**src/rtl/ctrl_uart_tx_fifo_pkg.sv**
```systemverilog
`default_nettype none
// ============================================================================
// Module      : ctrl_uart_tx_fifo_pkg
// Description : Shared definitions for the buffered UART transmitter.
//               Holds the default bit period, serializer state codes and
//               the baud reload helper.
// Revision    : 1.0 - initial release
// ============================================================================
package ctrl_uart_tx_fifo_pkg;

    // 115200 baud from a 50 MHz system clock
    localparam logic [8:0] c_txd_cnt_default = 9'd434;

    // Serializer state codes
    localparam logic [1:0] c_st_idle  = 2'd0;
    localparam logic [1:0] c_st_start = 2'd1;
    localparam logic [1:0] c_st_data  = 2'd2;
    localparam logic [1:0] c_st_stop  = 2'd3;

    // Index of the last data bit of an 8N1 frame
    localparam logic [2:0] c_last_bit = 3'd7;

    // Down-counter reload: a bit lasts cnt clocks when counting cnt-1..0
    function automatic logic [8:0] baud_reload(input logic [8:0] cnt);
        return cnt - 9'd1;
    endfunction

endpackage
`default_nettype wire

```
**src/rtl/ctrl_fifo_sync.sv**
```systemverilog
`default_nettype none
// ============================================================================
// Module      : ctrl_fifo_sync
// Description : Generic single-clock FIFO, depth 2**AW, DW-bit entries.
//               Pointers are AW+1 bits so full/empty come straight from the
//               registered pointers. Read data is registered on pop.
// Ports       : clk, rst_n     - clock, async active-low reset
//               push, push_dat - write strobe and data (ignored when full)
//               pop            - read strobe (ignored when empty)
//               flush          - synchronous clear, wins over push/pop
//               rd_dat         - entry captured by the most recent pop
//               full, empty    - occupancy flags
//               level          - number of stored entries
// Revision    : 1.0 - initial release
// ============================================================================
module ctrl_fifo_sync #(
    parameter int DW = 8,
    parameter int AW = 4
) (
    input  logic          clk,
    input  logic          rst_n,
    input  logic          push,
    input  logic [DW-1:0] push_dat,
    input  logic          pop,
    input  logic          flush,
    output logic [DW-1:0] rd_dat,
    output logic          full,
    output logic          empty,
    output logic [AW:0]   level
);

    logic [DW-1:0] r_mem [0:(1<<AW)-1];
    logic [DW-1:0] r_rd_dat;
    logic [AW:0]   r_wr_ptr;
    logic [AW:0]   r_rd_ptr;
    logic          w_wr_en;
    logic          w_rd_en;

    // Equal low bits with differing wrap bit means the writer lapped the reader
    assign full  = (r_wr_ptr[AW] != r_rd_ptr[AW]) &&
                   (r_wr_ptr[AW-1:0] == r_rd_ptr[AW-1:0]);
    assign empty = (r_wr_ptr == r_rd_ptr);
    assign level = r_wr_ptr - r_rd_ptr;

    assign w_wr_en = push && !full  && !flush;
    assign w_rd_en = pop  && !empty && !flush;

    always_ff @(posedge clk or negedge rst_n) begin
        if (!rst_n) begin
            r_wr_ptr <= '0;
            r_rd_ptr <= '0;
        end else if (flush) begin
            r_wr_ptr <= '0;
            r_rd_ptr <= '0;
        end else begin
            if (w_wr_en) r_wr_ptr <= r_wr_ptr + 1'b1;
            if (w_rd_en) r_rd_ptr <= r_rd_ptr + 1'b1;
        end
    end

    // Storage and read register carry no reset
    always_ff @(posedge clk) begin
        if (w_wr_en) r_mem[r_wr_ptr[AW-1:0]] <= push_dat;
        if (w_rd_en) r_rd_dat <= r_mem[r_rd_ptr[AW-1:0]];
    end

    assign rd_dat = r_rd_dat;

endmodule
`default_nettype wire

```
**src/rtl/ctrl_uart_tx_fifo.sv**
```systemverilog
`default_nettype none
// ============================================================================
// Module      : ctrl_uart_tx_fifo
// Description : Buffered 8N1 UART transmitter. Register writes push bytes
//               into a FIFO; a serializer drains it onto uart_txd with no
//               idle gap between back-to-back frames.
// Ports       : clk, rst_n  - clock, async active-low reset
//               push        - enqueue strobe, push_dat sampled when high
//               flush       - clears FIFO and overflow flag
//               full, empty - FIFO flags
//               level       - queued bytes (excludes byte in flight)
//               ovf         - sticky: a push was dropped while full
//               tx_busy     - a frame is being shifted out
//               uart_txd    - registered serial output, idle high
// Revision    : 1.0 - initial release
// ============================================================================
module ctrl_uart_tx_fifo
    import ctrl_uart_tx_fifo_pkg::*;
#(
    parameter int         AW      = 4,
    parameter logic [8:0] TXD_CNT = c_txd_cnt_default
) (
    input  logic        clk,
    input  logic        rst_n,
    input  logic        push,
    input  logic [7:0]  push_dat,
    input  logic        flush,
    output logic        full,
    output logic        empty,
    output logic [AW:0] level,
    output logic        ovf,
    output logic        tx_busy,
    output logic        uart_txd
);

    localparam logic [8:0] c_baud_reload = baud_reload(TXD_CNT);

    logic [1:0] r_state;
    logic [1:0] w_state_nxt;
    logic [8:0] r_baud;
    logic [8:0] w_baud_nxt;
    logic [2:0] r_bitcnt;
    logic [2:0] w_bitcnt_nxt;
    logic [7:0] r_shift;
    logic [7:0] w_shift_nxt;
    logic       r_txd;
    logic       w_txd_nxt;
    logic       r_ovf;
    logic       w_pop;
    logic       w_baud_zero;
    logic [7:0] w_rd_dat;
    logic       w_full;
    logic       w_empty;

    ctrl_fifo_sync #(
        .DW (8),
        .AW (AW)
    ) u_fifo (
        .clk      (clk),
        .rst_n    (rst_n),
        .push     (push),
        .push_dat (push_dat),
        .pop      (w_pop),
        .flush    (flush),
        .rd_dat   (w_rd_dat),
        .full     (w_full),
        .empty    (w_empty),
        .level    (level)
    );

    assign w_baud_zero = (r_baud == 9'd0);

    // Next-state / datapath logic. The popped byte lands in the FIFO read
    // register one clock after the pop, so it is copied into the shifter at
    // the end of the start bit rather than at the pop itself.
    always_comb begin
        w_state_nxt  = r_state;
        w_baud_nxt   = r_baud;
        w_bitcnt_nxt = r_bitcnt;
        w_shift_nxt  = r_shift;
        w_pop        = 1'b0;
        w_txd_nxt    = 1'b1;

        case (r_state)
            c_st_idle: begin
                w_txd_nxt = 1'b1;
                if (!w_empty && !flush) begin
                    w_pop        = 1'b1;
                    w_state_nxt  = c_st_start;
                    w_baud_nxt   = c_baud_reload;
                    w_bitcnt_nxt = 3'd0;
                end
            end
            c_st_start: begin
                w_txd_nxt = 1'b0;
                if (w_baud_zero) begin
                    w_state_nxt = c_st_data;
                    w_baud_nxt  = c_baud_reload;
                    w_shift_nxt = w_rd_dat;
                end else begin
                    w_baud_nxt = r_baud - 9'd1;
                end
            end
            c_st_data: begin
                w_txd_nxt = r_shift[0];
                if (w_baud_zero) begin
                    w_shift_nxt  = {1'b0, r_shift[7:1]};
                    w_bitcnt_nxt = r_bitcnt + 3'd1;
                    w_baud_nxt   = c_baud_reload;
                    if (r_bitcnt == c_last_bit) begin
                        w_state_nxt = c_st_stop;
                    end
                end else begin
                    w_baud_nxt = r_baud - 9'd1;
                end
            end
            c_st_stop: begin
                w_txd_nxt = 1'b1;
                if (w_baud_zero) begin
                    // Chain straight into the next frame when data is waiting
                    if (!w_empty && !flush) begin
                        w_pop        = 1'b1;
                        w_state_nxt  = c_st_start;
                        w_baud_nxt   = c_baud_reload;
                        w_bitcnt_nxt = 3'd0;
                    end else begin
                        w_state_nxt = c_st_idle;
                    end
                end else begin
                    w_baud_nxt = r_baud - 9'd1;
                end
            end
            default: begin
                w_state_nxt = c_st_idle;
            end
        endcase
    end

    always_ff @(posedge clk or negedge rst_n) begin
        if (!rst_n) begin
            r_state  <= c_st_idle;
            r_baud   <= 9'd0;
            r_bitcnt <= 3'd0;
            r_shift  <= 8'd0;
            r_txd    <= 1'b1;
        end else begin
            r_state  <= w_state_nxt;
            r_baud   <= w_baud_nxt;
            r_bitcnt <= w_bitcnt_nxt;
            r_shift  <= w_shift_nxt;
            r_txd    <= w_txd_nxt;
        end
    end

    // Flush clears the flag and also suppresses a same-cycle drop
    always_ff @(posedge clk or negedge rst_n) begin
        if (!rst_n) begin
            r_ovf <= 1'b0;
        end else if (flush) begin
            r_ovf <= 1'b0;
        end else if (push && w_full) begin
            r_ovf <= 1'b1;
        end
    end

    assign full     = w_full;
    assign empty    = w_empty;
    assign ovf      = r_ovf;
    assign tx_busy  = (r_state != c_st_idle);
    assign uart_txd = r_txd;

endmodule
`default_nettype wire

```
**config.mk**
```make
export PLATFORM = sky130hd
export DESIGN_NAME = ctrl_uart_tx_fifo
export DESIGN_NICKNAME = d
export VERILOG_FILES = /design/src/rtl/ctrl_uart_tx_fifo_pkg.sv /design/src/rtl/ctrl_fifo_sync.sv /design/src/rtl/ctrl_uart_tx_fifo.sv
export SDC_FILE = /design/constraint.sdc
export NUM_CORES = 1
export LEC_CHECK = 0
export ABC_AREA = 1
export CORE_ASPECT_RATIO = 0.75
export CORE_MARGIN = 5
export CORE_UTILIZATION = 43
export CTS_CLUSTER_DIAMETER = 120
export DETAILED_ROUTE_END_ITERATION = 16
export MAX_ROUTING_LAYER = met4
export PLACE_DENSITY = 0.58
export SKIP_CTS_REPAIR_TIMING = 1
export SKIP_LAST_GASP = 1
export SLEW_MARGIN = 20
export SYNTH_ARGS = -nofsm -noshare
export SYNTH_HDL_FRONTEND = slang
export SYNTH_HIERARCHICAL = 1
export SYNTH_SLANG_ARGS = --single-unit
```
**constraint.sdc**
```tcl
create_clock -name clk -period 3.2 [get_ports clk]
set_input_delay 0.32 -clock clk [delete_from_list [all_inputs] [get_ports clk]]
set_output_delay 0.32 -clock clk [all_outputs]
set_load 0.02 [all_outputs]
```
==> impl_metrics.ini <==
[outcome]
status = finished, violations left
violations = hold timing

[floorplan]
row_count = 43
io_pins = 22
initial_core_util_pct = 44.2
dieArea_sq_mm = 0.0221
die_h_um = 130
die_x_um = 170
core_area_sq_mm = 0.0187

[power_and_ir_drop]
switchingPower_w = 0.00183
seqPwrFrac_pct = 45.3
leakage_nw = 4.08
switching_share_pct = 31.3
ir_worst_vdd_uv = 385
combPwrFrac_pct = 21.4
power_density_mw_per_mm2 = 623
clkPwrFrac_pct = 33.3
p_int_w = 0.00400

[yosys]
synth_area_sq_mm = 0.00826
synth_warnings = 6
synth.area.top_cells = edfxtp_1, dfrtp_1, nand2_1
synth.largest_area_cell = edfxtp_1
yosysTopAreaCellShare_pct = 49.5
seq_area_frac_synth_pct = 59.8
syn-instance-count = 854
synth_cell_types = 40
synth_area_per_cell_sq_um = 9.67
syn_nets = 885
ys_ff_latch = 170

[timing]
max_freq_mhz = 355
period_minus_slack_ps = 2820
holdWs_ps = -26.3
finClkSkew_ps = 13.6
finalMaxSlewViolations = 0
setup_viol = 0
hold_viol_final = 17
worst_pin_slew_ps = 863
setup_tns_ps = 0
relSlewSlack_pct = 42.5
rsz0062_at_grt = no
final.period_utilization_pct = 88.1

[layout]
fillers = 1695
area_delta_synth_final_pct = 13.3
nNetsFinal = 921
drive_above_1_share_pct = 10.2
insertedDiodeCount = 0
finalCoreUtilization_pct = 50.1

[clock_network]
cts_root_buf = clkbuf_16
clk_path_buf_depth = 2
cts_made_buffers = 17
cts_tree = built
clk_latency_ps = 430
clk_pin_slew_ps = 70
h-tree-depth = 4
cts.sinks = 170

[global_route]
grt_pass1_vias = 5220
grt_use_total_pct = 18.4
grt_pass1_wl_um = 29700
overflow = 0
grt_max_degree = 85
antenna_found_initial = 0

[drt]
num_vias = 5682
first_iter_violations = 579
drt.antenna.violating_nets = 0
dr.pass1.iters = 5
post-route-drc-count = 0
postRouteWirelength_um = 18900
viasPerCell = 4.94
wl_per_cell_um = 16.5

[job]
drv_cap = 0

[critical_path]
worst_r2r_path_depth = 12
cp_slowest_cell = clkdlybuf4s50_1
crit_path_end_kind = output port
path_cells = inv_1 -> ha_1 -> inv_1 -> fa_1 -> nand3_1 -> nand2_1 -> xor2_1 -> clkdlybuf4s50_1
critical_path_required_ps = 2880
cp_common_cell = inv_1
worstPathMaxFanout = 5
critPathMaxStageDelay_ps = 610
cp-start-kind = flip-flop
critPathArrivalTime_ps = 2500
worstSetupPathType = reg2out

[placement]
port_buffers = 21
hpwl_um = 12600
gp_congestion = 0.886

[hold_path]
hold_path.class = in2async
## layout by cell type (no fill, tap or decap), types with 5 or more instances in the layout
| cell | Yosys | final |
|---|---|---|
| clkbuf_16 | 0 | 17 |
| nor3_1 | 8 | 8 |
| nand4_1 | 6 | 6 |
| dfrtp_1 | 33 | 32 |
| xor2_1 | 8 | 8 |
| a21oi_1 | 7 | 7 |
| o21ai_2 | 10 | 10 |
| inv_2 | 5 | 5 |
| clkdlybuf4s50_1 | 0 | 20 |
| inv_1 | 149 | 149 |
| ha_1 | 18 | 18 |
| mux2i_1 | 7 | 7 |
| buf_4 | 3 | 27 |
| nand3_1 | 143 | 143 |
| nand2_2 | 5 | 5 |
| edfxtp_1 | 136 | 136 |
| or2_0 | 13 | 13 |
| nand2_1 | 211 | 211 |
| nor2_1 | 30 | 30 |
| o21ai_0 | 8 | 8 |
## metrics by stage
stage / power, W / cells / setup slack, ps / instance area [sq um]
final: 0.00583 / 1150 / 380 / 9360
after global routing: 0.00615 / 1150 / 240 / 9360
after CTS: 0.00587 / 1150 / 342 / 9360
after detailed placement: 0.00392 / 1118 / 595 / 8800
after global placement: 0.00393 / 1118 / 664 / 8800
after floorplan: 0.00358 / 854 / 357 / 8260
## power groups by stage
stage	logic (W)	registers, W	clock network [W]
final	0.00125	0.00264	0.00194
after global routing	0.00140	0.00266	0.00209
after CTS	0.00124	0.00264	0.00199
after detailed placement	0.00124	0.00268	0
after global placement	0.00124	0.00269	0
after floorplan	0.000914	0.00267	0
## registers in the layout, indices dropped and copies added, names as in the netlist
name	flops
u_fifo/r_wr_ptr	5
uart_txd	1
u_fifo/rd_dat	8
u_fifo/r_rd_ptr	5
u_fifo/r_mem	128
ovf	1
r_bitcnt	3
r_shift	8
r_baud	9
r_state	2
## synth_stat cells
cell,count
clkinv_1,1
dfrtp_1,33
nand3_2,1
nand3_4,1
nor2_2,2
nand2_2,5
o21bai_1,2
nand2_4,1
nand4_1,6
o21ai_1,2
or2_2,2
xnor2_1,2
nor2_1,30
o21ai_2,10
a21oi_1,7
inv_2,5
nand2_1,211
or2_0,13
xor2_1,8
inv_1,149
fa_1,1
nor2_4,3
nor3_2,1
dfstp_2,1
or2_1,1
nor3_4,1
nand3_1,143
edfxtp_1,136
nor3_1,8
o31ai_1,1
ha_1,18
clkbuf_1,7
o21ai_0,8
a21boi_0,1
o32ai_1,1
buf_2,17
buf_4,3
buf_6,4
a31oi_1,1
mux2i_1,7
## routing by layer
layer	share of wire (%)	GRT usage, %
met1	51	28.1
met2	42	25.1
met3	6.2	3.69
met4	0.52	4.08
met5	0	-
## cell type report
class                      count  area, sq um  share of cell area [%]
tap                          247          309                    3.30
inverter                     155          582                    6.22
sequential                   170         4940                    52.8
timing repair buffer          48          408                    4.36
multi-input combinational    498         2560                    27.4
clock inverter                12          113                    1.20
clock buffer                  20          447                    4.77
## critical path, delay by kind of cell (launching register included)
family        cells  cell delay, ps
xor+xnor          1             130
fa+ha+maj         2             550
buf+inv           3             810
flops             1             420
simple gates      2             160
## cell families after synthesis
family                   count (synthesis)  synth area share, %
AND/OR/NAND/NOR                        429                 23.5
buffers and inverters                  186                 9.21
flip-flops                             170                 59.8
AO/OA/AOI/OAI                           33                 2.64
adder cells (fa/ha/maj)                 19                 2.97
XOR/XNOR                                10                 1.06
multiplexers                             7                0.849
## final timing paths
kind                       slack [ps]            endpoint          startpoint
hold reg to reg                   490         r_bitcnt[1]         r_bitcnt[1]
hold / removal                    -30           r_baud[4]               rst_n
min in group clk                  490         r_bitcnt[1]         r_bitcnt[1]
setup / recovery                  380            level[4]  u_fifo/r_wr_ptr[0]
max in group asynchronous        2640  u_fifo/r_rd_ptr[0]               rst_n
setup reg to reg                  580    u_fifo/rd_dat[5]  u_fifo/r_rd_ptr[3]
Power figures use the tool's default switching activity.
